===== src/rtl/uart_pkg.sv =====
// Shared definitions for the UART transmit path: default byte width and the
// arbiter state encoding.
package uart_pkg;

  localparam int DATA_W_DEF = 8;

  typedef enum logic [1:0] {
    IDLE      = 2'd0,
    GRANT     = 2'd1,
    WAIT_BUSY = 2'd2,
    WAIT_DONE = 2'd3
  } arb_state_e;

endpackage


===== src/rtl/rr_pick.sv =====
// Combinational round-robin picker: first set request bit after rr_ptr,
// searching upward with wrap-around.
module rr_pick #(
  parameter  int NUM_REQ = 4,
  localparam int GID_W   = $clog2(NUM_REQ)
) (
  input  logic [NUM_REQ-1:0] req,
  input  logic [GID_W-1:0]   rr_ptr,
  output logic [GID_W-1:0]   winner,
  output logic               any_req
);

  logic [GID_W-1:0] idx;

  // Walk from the farthest candidate back to the nearest so the closest
  // request after rr_ptr is the last one written.
  always_comb begin
    winner  = '0;
    any_req = 1'b0;
    idx     = '0;
    for (int k = NUM_REQ; k >= 1; k--) begin
      idx = GID_W'((int'(rr_ptr) + k) % NUM_REQ);
      if (req[idx]) begin
        winner  = idx;
        any_req = 1'b1;
      end
    end
  end

endmodule


===== src/rtl/uart_tx_arbiter.sv =====
// Round-robin arbiter sharing one uart_tx between NUM_REQ byte sources; each
// frame must finish (tx_busy falls) before the next grant.
module uart_tx_arbiter
  import uart_pkg::*;
#(
  parameter  int NUM_REQ       = 4,
  parameter  int DATA_W        = DATA_W_DEF,
  parameter  int START_TIMEOUT = 16,
  localparam int GID_W         = $clog2(NUM_REQ)
) (
  input  logic                      clk,
  input  logic                      rst,
  input  logic [NUM_REQ-1:0]        req_valid,
  input  logic [NUM_REQ*DATA_W-1:0] req_data,
  output logic [NUM_REQ-1:0]        req_ready,
  output logic                      tx_start,
  output logic [DATA_W-1:0]         tx_data,
  input  logic                      tx_busy,
  output logic [GID_W-1:0]          grant_id,
  output logic                      arb_busy,
  output logic                      err_timeout
);

  localparam int CNT_W = $clog2(START_TIMEOUT);

  arb_state_e          state, state_n;
  logic [GID_W-1:0]    rr_ptr, rr_ptr_n;
  logic [CNT_W-1:0]    cnt, cnt_n;
  logic [GID_W-1:0]    grant_id_n;
  logic [DATA_W-1:0]   tx_data_n;
  logic [NUM_REQ-1:0]  req_ready_n;
  logic                tx_start_n;
  logic [GID_W-1:0]    winner;
  logic                any_req;
  logic [DATA_W-1:0]   lane [NUM_REQ];

  rr_pick #(.NUM_REQ(NUM_REQ)) u_rr_pick (
    .req     (req_valid),
    .rr_ptr  (rr_ptr),
    .winner  (winner),
    .any_req (any_req)
  );

  always_comb begin
    for (int i = 0; i < NUM_REQ; i++) lane[i] = req_data[i*DATA_W +: DATA_W];
  end

  // NOTE: combinational logic uses blocking '=' and assigns every output a
  // default first, so no path leaves a value held and no latch is inferred.
  always_comb begin
    state_n     = state;
    rr_ptr_n    = rr_ptr;
    cnt_n       = cnt;
    grant_id_n  = grant_id;
    tx_data_n   = tx_data;
    req_ready_n = '0;
    tx_start_n  = 1'b0;
    err_timeout = 1'b0;
    case (state)
      IDLE: begin
        if (any_req && !tx_busy) begin
          grant_id_n  = winner;
          tx_data_n   = lane[winner];
          req_ready_n = NUM_REQ'(1) << winner;
          tx_start_n  = 1'b1;
          state_n     = GRANT;
        end
      end
      GRANT: begin
        rr_ptr_n = grant_id;
        cnt_n    = '0;
        state_n  = WAIT_BUSY;
      end
      WAIT_BUSY: begin
        // A busy edge on the terminal-count cycle still counts as a start.
        if (tx_busy) begin
          state_n = WAIT_DONE;
        end else if (cnt == CNT_W'(START_TIMEOUT - 1)) begin
          err_timeout = 1'b1;
          state_n     = IDLE;
        end else begin
          cnt_n = cnt + 1'b1;
        end
      end
      WAIT_DONE: begin
        if (!tx_busy) state_n = IDLE;
      end
      default: state_n = IDLE;
    endcase
  end

  // NOTE: sequential state is updated with non-blocking '<=' so every flop
  // samples pre-edge values regardless of statement order.
  always_ff @(posedge clk) begin
    if (rst) begin
      state     <= IDLE;
      rr_ptr    <= GID_W'(NUM_REQ - 1);
      cnt       <= '0;
      grant_id  <= '0;
      tx_data   <= '0;
      req_ready <= '0;
      tx_start  <= 1'b0;
    end else begin
      state     <= state_n;
      rr_ptr    <= rr_ptr_n;
      cnt       <= cnt_n;
      grant_id  <= grant_id_n;
      tx_data   <= tx_data_n;
      req_ready <= req_ready_n;
      tx_start  <= tx_start_n;
    end
  end

  assign arb_busy = (state != IDLE);

endmodule


===== config.mk =====
export PLATFORM = sky130hd
export DESIGN_NAME = uart_tx_arbiter
export DESIGN_NICKNAME = d
export VERILOG_FILES = /design/src/rtl/uart_pkg.sv /design/src/rtl/rr_pick.sv /design/src/rtl/uart_tx_arbiter.sv
export SDC_FILE = /design/constraint.sdc
export NUM_CORES = 1
export LEC_CHECK = 0
export ABC_AREA = 1
export ABC_CLOCK_PERIOD_IN_PS = 2500
export CAP_MARGIN = 0
export CORE_MARGIN = 2
export CORE_UTILIZATION = 44
export DETAILED_ROUTE_END_ITERATION = 16
export MAX_ROUTING_LAYER = met4
export PLACE_DENSITY = 0.83
export SLEW_MARGIN = 10
export SYNTH_ARGS = -nofsm -noshare
export SYNTH_HDL_FRONTEND = slang
export SYNTH_HIERARCHICAL = 1
export SYNTH_SLANG_ARGS = --single-unit
export TNS_END_PERCENT = 1

===== constraint.sdc =====
create_clock -name clk -period 2.5 [get_ports clk]
set_input_delay 0.5 -clock clk [delete_from_list [all_inputs] [get_ports clk]]
set_output_delay 0.5 -clock clk [all_outputs]
set_load 0.02 [all_outputs]

==> impl_metrics.csv <==
group,metric,value,unit
global_routing,grt_usage,19.8,%
min_path,worstHoldPathType,"register to register",
global_routing,grt_pass1_wl,5530,um
sta,hold_viol_final,0,
global_routing,grt_max_degree,20,
sta,setup_slack,0.126,ns
layout,areaGrowthSynthToFinish,41.8,%
clock_tree,postCtsSetupBuffers,0,
drt,drtIter0Drc,73,
clock_tree,h-tree-depth,1,
synthesis,synthDistinctLibCells,27,
global_routing,antenna_found_initial,0,
sta,worst_pin_slew,0.502,ns
clock_tree,post_cts_resized,0,
worst_setup_path,cp-start-kind,"input port",
synthesis,synth-seq-area-share,31.5,%
sta,setup_tns,0,ns
layout,layout-drive-gt1-share,9.93,%
place,io_buffers,55,
die,fp.dieW,61.7,um
clock_tree,numCtsBuffers,3,
drt,postRouteAntennaNets,0,
drt,vias_per_cell,4.71,
power,power_density,690,nW/um^2
power,vdd_drop_max,0.000363,V
drt,wire_per_inst,10.1,um
sta,slew_headroom,66.5,%
clock_tree,clkSinkCount,23,
sta,fmax,421,MHz
layout,nNetsFinal,333,
sta,rsz0062_at_grt,"false",
clock_tree,root_buffer,"clkbuf_4",
clock_tree,clock_latency,0.31,ns
worst_setup_path,cp_data_required_time,2.00,ns
synthesis,synth.avg_cell_area,6.20,sq um
die,dieHeight,61.7,um
sta,period_needed,2.37,ns
drt,vias,1582,
place,dp_hpwl,2670,um
drt,drc,0,
sta,final-setup-viol-count,0,
clock_tree,clk_pin_slew,0.12,ns
clock_tree,ctsHoldBuffers,0,
global_routing,overflow,0,
synthesis,yosys_register_bits,23,
layout,antenna_cells,0,
power,p_leak,0.974,nW
clock_tree,cts_buffer_depth,2,
outcome,outcome,"complete, no violations",
die,num_io_pins,56,
die,fp.dieArea,3800,sq um
synthesis,syn_area,1460,sq um
synthesis,yosysWarnings,6,
clock_tree,cts_tree,"yes",
worst_setup_path,cp_max_fo,5,
sta,finClkSkew,0.0116,ns
worst_setup_path,endpoint_kind,"output pin",
worst_setup_path,path_class,"input port to output pin",
drt,wl,3400,um
sta,post-route-period-util,95.0,%
place,preCtsSetupSlack,0.108,ns
drt,dr.pass1.iters,4,
die,row_count,20,
synthesis,synth_fp_nets,276,
die,initial_core_util,47.2,%
global_routing,grt_pass1_vias,1348,
worst_setup_path,cp_data_arrival_time,1.87,ns
synthesis,syn_inst,236,
die,coreArea,3100,sq um
sta,drv_slew,0,
run,cap_violations,0,
place,gp_congestion,0.973,
final timing paths:
kind	endpoint	slack (ns)	start	cells past startpoint
min reg2reg	rr_ptr[1]	0.51	grant_id[1]	2
min	rr_ptr[1]	0.51	grant_id[1]	2
max reg2reg	tx_data[2]	0.46	rr_ptr[0]	14
max	err_timeout	0.13	tx_busy	5
cell families (layout without fill, tap and decap cells):
group,after synthesis,in the layout,share of synthesized area (%)
AND/OR/NAND/NOR,145,145,44.1
XOR/XNOR,1,1,0.598
adder cells (fa/ha/maj),1,1,0.855
AO/OA/AOI/OAI,30,30,11.4
buffers and inverters,36,92,11.6
flip-flops,23,23,31.5
cell usage in the layout (no fill, tap or decap):
| cell | netlist | routed |
|---|---|---|
| o21ai_0 | 19 | 19 |
| buf_4 | 2 | 4 |
| clkinv_1 | 1 | 1 |
| and2_4 | 1 | 1 |
| clkdlybuf4s50_1 | 0 | 55 |
| inv_4 | 1 | 1 |
| a21oi_2 | 1 | 1 |
| a21boi_0 | 1 | 1 |
| nand2_2 | 7 | 7 |
| nand3_2 | 1 | 1 |
| o21ai_2 | 2 | 2 |
| inv_2 | 1 | 1 |
| inv_8 | 1 | 1 |
| nor2_1 | 55 | 55 |
| nand2_1 | 52 | 52 |
| nor2_8 | 2 | 2 |
| clkinv_2 | 0 | 1 |
| clkbuf_4 | 0 | 3 |
| inv_1 | 25 | 25 |
| dfxtp_1 | 23 | 23 |
| xnor2_1 | 1 | 1 |
| nor2_2 | 4 | 4 |
| o21bai_1 | 1 | 1 |
| a21oi_1 | 6 | 6 |
| ha_1 | 1 | 1 |
| nand4_1 | 1 | 1 |
| nand3_1 | 22 | 22 |
cell type report:
type / count / area [sq um]
fillers: 313 / 1030
clock buffers: 3 / 22.5
multi-input cells: 177 / 833
inverters: 29 / 119
repair buffers: 59 / 581
flip-flops and latches: 23 / 460
clock inverters: 1 / 5.00
well taps: 44 / 55.1
per-layer routing:
metal / global-route usage [%] / share of wire [%] / vias up / wire (um)
met5: - / 0 / - / 0
met3: 5.04 / 7.1 / 2 / 240
met1: 25.9 / 49 / 679 / 1650
met2: 29.9 / 44 / 52 / 1490
met4: 6.38 / 0.44 / 0 / 15
li1: - / - / 849 / -
state kept, by name, indices dropped and copies added (netlist names):
name	flops
req_ready	4
state	2
grant_id	2
rr_ptr	2
tx_data	8
cnt	4
tx_start	1
synthesized netlist by cell type (all sizes together):
cell type | number | area [sq um]
ha | 1 | 12.5
buf | 6 | 47.5
a21oi | 7 | 38.8
o21ai | 21 | 113
a21boi | 1 | 7.51
xnor2 | 1 | 8.76
nand3 | 23 | 120
and2 | 1 | 8.76
inv | 28 | 115
dfxtp | 23 | 460
nor2 | 61 | 272
clkinv | 1 | 3.75
o21bai | 1 | 7.51
nand4 | 1 | 6.26
nand2 | 59 | 239
clkbuf | 1 | 3.75
worst max-delay path: stages:
cell	delay (ns)
clkdlybuf4s50_1	0.42
inv_1	0.16
nand2_1	0.09
nor2_1	0.09
clkdlybuf4s50_1	0.61
where the power goes:
| group | leakage, nW | internal [W] | switching, W |
|---|---|---|---|
| clock | 0.0177 | 0.0000597 | 0.000113 |
| sequential | 0.189 | 0.000420 | 0.0000460 |
| combinational | 0.768 | 0.000333 | 0.000460 |
through the flow:
step | cell area [sq um] | total power, W | cells | utilization (%) | hold WS, ns
after global placement | 2050 | 0.00126 | 332 | 66.0 | 0.481
after detailed placement | 2050 | 0.00127 | 332 | 66.0 | 0.496
after CTS | 2080 | 0.00144 | 336 | 66.9 | 0.516
after floorplan | 1460 | 0.00103 | 236 | - | 0.464
after global routing | 2080 | 0.00156 | 336 | 66.9 | 0.551
final | 2080 | 0.00143 | 336 | 66.9 | 0.505
(Power assumes the default switching activity.)
